`config.mk`:
```
export PLATFORM = sky130hd
export DESIGN_NAME = transport_block_scheduler
export DESIGN_NICKNAME = d
export VERILOG_FILES = /design/src/rtl/transport_block_scheduler.sv
export SDC_FILE = /design/constraint.sdc
export NUM_CORES = 1
export LEC_CHECK = 0
export BUFFER_PORTS_ARGS = -buffer_cell sky130_fd_sc_hd__clkbuf_2
export CAP_MARGIN = 15
export CORE_UTILIZATION = 45
export DETAILED_ROUTE_END_ITERATION = 12
export PLACE_DENSITY = 0.74
export SYNTH_ARGS = -nofsm -noshare
export SYNTH_HDL_FRONTEND = slang
export SYNTH_SLANG_ARGS = --single-unit
```
`constraint.sdc`:
```
create_clock -name clk -period 2.1 [get_ports clk]
set_input_delay 0 -clock clk [delete_from_list [all_inputs] [get_ports clk]]
set_output_delay 0 -clock clk [all_outputs]
set_load 0.02 [all_outputs]
```
`src/rtl/transport_block_scheduler.sv`:
```
// -----------------------------------------------------------------------------
// transport_block_scheduler
//
// Round-robin arbiter that cuts byte streams from N_SRC requesters into fixed
// transport blocks of SIZE_TBLCK bytes. A granted source owns the whole block.
// If the source runs dry for TIME_TO_WAIT consecutive requested cycles, the
// rest of the block is padded with 8'h00.
//
// Ports:
//   clk, rst      clock, synchronous active-high reset
//   src_val       per-source byte valid
//   src_data      per-source byte, source i at [8i+7:8i]
//   src_req       per-source read strobe (consume = src_req & src_val)
//   ireq          downstream request for one byte
//   oval, odata   output byte valid / data
//   ogrant        index of the source owning the current block
//   osob, oeob    start / end of block markers, qualified by oval
//   pad_cnt       (TBSCHED_PAD_CNT_EN only) saturating count of PAD transfers
//
// Optional feature macro: TBSCHED_PAD_CNT_EN
// -----------------------------------------------------------------------------
module transport_block_scheduler #(
    parameter int N_SRC        = 4,
    parameter int SIZE_TBLCK   = 480,
    parameter int TIME_TO_WAIT = 16
) (
    input  logic                       clk,
    input  logic                       rst,
    input  logic [N_SRC-1:0]           src_val,
    input  logic [8*N_SRC-1:0]         src_data,
    output logic [N_SRC-1:0]           src_req,
    input  logic                       ireq,
    output logic                       oval,
    output logic [7:0]                 odata,
    output logic [$clog2(N_SRC)-1:0]   ogrant,
    output logic                       osob,
`ifdef TBSCHED_PAD_CNT_EN
    output logic                       oeob,
    output logic [15:0]                pad_cnt
`else
    output logic                       oeob
`endif
);

    localparam int G_W    = $clog2(N_SRC);
    localparam int CNT_W  = $clog2(SIZE_TBLCK);
    localparam int WAIT_W = $clog2(TIME_TO_WAIT + 1);

    typedef enum logic [1:0] {IDLE, SEND, PAD} state_t;

    state_t             state, state_nxt;
    logic [G_W-1:0]     grant, grant_nxt;
    logic [G_W-1:0]     last_grant, last_nxt;
    logic [CNT_W-1:0]   cnt, cnt_nxt;
    logic [WAIT_W-1:0]  wcnt, wcnt_nxt;
    logic [G_W-1:0]     rr_pick, idx;
    logic               xfer;

    // Round-robin pick: scan from last_grant+N down to last_grant+1 so the
    // closest valid source after last_grant is the final (winning) write.
    always_comb begin
        rr_pick = last_grant;
        idx     = '0;
        for (int k = N_SRC; k >= 1; k--) begin
            idx = G_W'((int'(last_grant) + k) % N_SRC);
            if (src_val[idx]) rr_pick = idx;
        end
    end

    always_comb begin
        state_nxt = state;
        grant_nxt = grant;
        last_nxt  = last_grant;
        cnt_nxt   = cnt;
        wcnt_nxt  = wcnt;
        oval      = 1'b0;
        odata     = 8'h00;
        src_req   = '0;
        xfer      = 1'b0;

        case (state)
            IDLE: begin
                if (|src_val) begin
                    grant_nxt = rr_pick;
                    state_nxt = SEND;
                end
            end
            SEND: begin
                oval         = src_val[grant];
                odata        = src_data[8*grant +: 8];
                src_req[grant] = ireq;
                xfer         = ireq & src_val[grant];
                // Only requested-but-starved cycles advance the wait counter.
                if (xfer) begin
                    wcnt_nxt = '0;
                end else if (ireq) begin
                    if (wcnt == WAIT_W'(TIME_TO_WAIT - 1)) begin
                        state_nxt = PAD;
                        wcnt_nxt  = '0;
                    end else begin
                        wcnt_nxt = wcnt + 1'b1;
                    end
                end
            end
            PAD: begin
                oval = 1'b1;
                xfer = ireq;
            end
            default: state_nxt = IDLE;
        endcase

        if (xfer) begin
            if (cnt == CNT_W'(SIZE_TBLCK - 1)) begin
                cnt_nxt   = '0;
                last_nxt  = grant;
                state_nxt = IDLE;
            end else begin
                cnt_nxt = cnt + 1'b1;
            end
        end

        // Silence the outputs during reset so nothing is consumed or emitted
        // in the cycle the block is abandoned.
        if (rst) begin
            oval    = 1'b0;
            odata   = 8'h00;
            src_req = '0;
        end
    end

    always_ff @(posedge clk) begin
        if (rst) begin
            state      <= IDLE;
            grant      <= '0;
            last_grant <= G_W'(N_SRC - 1);
            cnt        <= '0;
            wcnt       <= '0;
        end else begin
            state      <= state_nxt;
            grant      <= grant_nxt;
            last_grant <= last_nxt;
            cnt        <= cnt_nxt;
            wcnt       <= wcnt_nxt;
        end
    end

    assign ogrant = grant;
    assign osob   = oval & (cnt == '0);
    assign oeob   = oval & (cnt == CNT_W'(SIZE_TBLCK - 1));

`ifdef TBSCHED_PAD_CNT_EN
    always_ff @(posedge clk) begin
        if (rst)
            pad_cnt <= '0;
        else if (state == PAD && ireq && pad_cnt != 16'hFFFF)
            pad_cnt <= pad_cnt + 1'b1;
    end
`endif

endmodule

```
==> metrics.txt <==
critical path peak fanout 6; die area between 3000 and 4000 sq um; Placed Cells 260; Initial Utilization 48.96%; Seq/Total Area, Yosys 26.14%; maxcap violations 0; reg2reg start state[1]$_SDFF_PP0_; post-DR wirelength/cell approximately 15 um; final non-filler cell total 264; GPL Wtd Cong 0.8682; Synth cell types 48; Hold Fails Final Rpt 0; Placeable Area 3128 sq um; Req. time, crit path 2.10 ns; Leakage roughly 0.84 nW; vias about 1600; main area contributors after synthesis dfxtp_1 26%, mux4_2 7.4%, mux4_1 6.9%; largest net degree at the start of global routing 26; Pins Over Slew Limit 0; worst vdd ir 0.2465 mV; 1st-iter DRT viols 71; beginning of the critical path state[1]$_SDFF_PP0_; Post-Syn Area 1531 sq um; Pre-Repair DR Iteration Count 4; clock skew about 0.0032 ns; final setup TNS 0 ns; DR DRC count 0; Worst Tran Pin Value 0.5449 ns; synthesized flop and latch total 20; top cells by count, synth 20 x dfxtp_1, 10 x a21oi_1, 10 x and2_1, 10 x nor2_1; Post-CTS Setup Bufs 0; total CTS buffers 3; gr usage total 21.68%; I/O Pins 56; Period minus WS final 1.963 ns; ANT cells 0; Top delay family on crit path simple AND/OR/NAND/NOR gates; YS warnings 0; Syn-to-layout area delta 24.51%; Max-Slew Margin vs Limit 63.68%; cts hold-fix bufs 0; initial antenna violation count 0; dpl cell area 1842 sq um; Finished Cell Area 1907 sq um; post-synthesis cell count roughly 170; clock tree buffer depth 2; WS Path Type reg -> out; Die W 60.34 um; share of cells above drive strength 1 a little over a third; worst min path class in -> reg; clock slew at the register clock pins of the worst setup and hold paths 0.13 ns; hold path start src_val[1]; syn_nets 213; CTS tree done; GRT overflow 0; wire length of the first global-routing pass 5.927 mm; RSZ-0062 raised after global routing false; vias in the first global route 1433; slowest CP cell dfxtp_2; period utilisation layout 93.46%; Finished Core Util between 60 and 70%; nets@finish 267; die span in y between 60 and 70 um; antenna-violating nets left 0; Post-synth EDFFs 0; Setup crit start kind register; most frequent cell after synthesis dfxtp_1; number of placement rows 20; Cell Chain, Critical Path inv_1 > ha_1 > nand3b_1 > o221a_2 > nor2_4 > and3_1 > clkbuf_2; Clock Sinks 20; count of final setup violators 0; Fmax 0.5095 GHz; Yosys top cell by area dfxtp_1; arrival time worst endpoint slightly below 2 ns; top-area cell type share of the netlist area 26.14%; status finished clean; Pwr Density 519.4 nW/um^2; Bufs and invs on worst path 2; Via density 5.928; drt total wl 4.020 mm; Synth Flop Type dfxtp_1; CP endpoint kind output port; Clk Latency, worst-skew pair slightly above 0.3 ns; Avg Cell Area, Syn approximately 9.2 sq um; H-tree depth 1; dpl hpwl 3.035 mm; asr flop ratio synth 0%; port bufs 55; slowest stage delay, CP ~0.37 ns; clk root buf clkbuf_4
-- metal layers --
metal | wire [um] | vias to the layer above | GRT usage (%)
li1 | - | 760 | -
met1 | 1671 | 742 | 22.37
met2 | 2074 | 57 | 43.01
met3 | 227 | 6 | 2.985
met4 | 46 | 0 | 8.970
met5 | 0 | - | 0
-- sequential cells by signal, indices dropped and copies added (netlist names) --
name	flops
cnt	9
wcnt	5
last_grant	2
ogrant	2
state	2
-- power breakdown --
| part | switching [mW] | internal [mW] |
|---|---|---|
| combinational | 0.138 | 0.125 |
| clock | 0.133 | 0.193 |
| sequential | 0.0128 | 0.389 |
| total | 0.284 | 0.707 |
-- worst min-delay path, delay by kind of cell --
kind | cells | cell delay [ns]
and+or+nand+nor | 1 | 0.10
buffers and inverters | 1 | 0.12
AOI/OAI and AO/OA | 1 | 0.08
-- cells in the final DEF, fill, tap and decap left out, types with 3 or more instances in the layout --
master,instances
a211oi_1,3
a21oi_1,10
a31oi_1,8
and2_1,10
and3_1,4
buf_4,4
clkbuf_2,55
clkbuf_4,3
dfxtp_1,18
ha_1,6
inv_1,8
mux2i_1,4
mux4_1,4
mux4_2,5
nand2_1,7
nand3_1,3
nand3b_1,3
nand4_1,4
nor2_1,9
nor2b_1,4
nor3b_1,4
nor4_1,5
o21ai_0,3
-- stage by stage --
step           setup WS [ns]  hold slack, ns  total power [mW]
2_1_floorplan         0.2629          0.1650            0.5827
6_report              0.1374         0.01658            0.9905
3_5_place_dp          0.1675          0.3511            0.6691
5_1_grt             0.003829         0.02774             1.041
4_1_cts             0.004957        0.008142            0.9931
3_3_place_gp          0.2523          0.3256            0.6583
-- worst paths after layout --
check / to / slack (ns) / depth (start not counted)
setup / recovery: osob / 0.14 / 7
hold / removal: ogrant[0]$_SDFFE_PP0P_ / 0.02 / 3
hold reg to reg: wcnt[4]$_SDFFE_PP0P_ / 0.48 / 1
setup reg to reg: cnt[5]$_SDFFE_PP0P_ / 0.18 / 6
-- logic make-up (layout without fill, tap and decap cells) --
logic type      count (synthesis)  count (layout)  synth area share (%)
simple gates                   66              66                 25.82
compound gates                 42              42                 19.53
flops                          20              20                 26.14
buf+inv                        18              71                 5.229
mux                            14              14                 17.57
fa+ha+maj                       7               7                 5.719
-- final cells by class --
cell class	count	area [sq um]
Clock buffer	3	22.52
Clock inverter	1	30.03
Fill cell	282	1221
Inverter	8	30.03
Multi-Input combinational cell	129	1061
Sequential cell	20	402.9
Tap cell	44	55.05
Timing Repair Buffer	59	305.3
-- timing repair --
item | 4_1_cts | 5_1_grt
setup endpoints to repair | 0 | 4
hold endpoints to repair | 0 | 0
gates resized for setup | 0 | 5
Power figures use the tool's default switching activity.
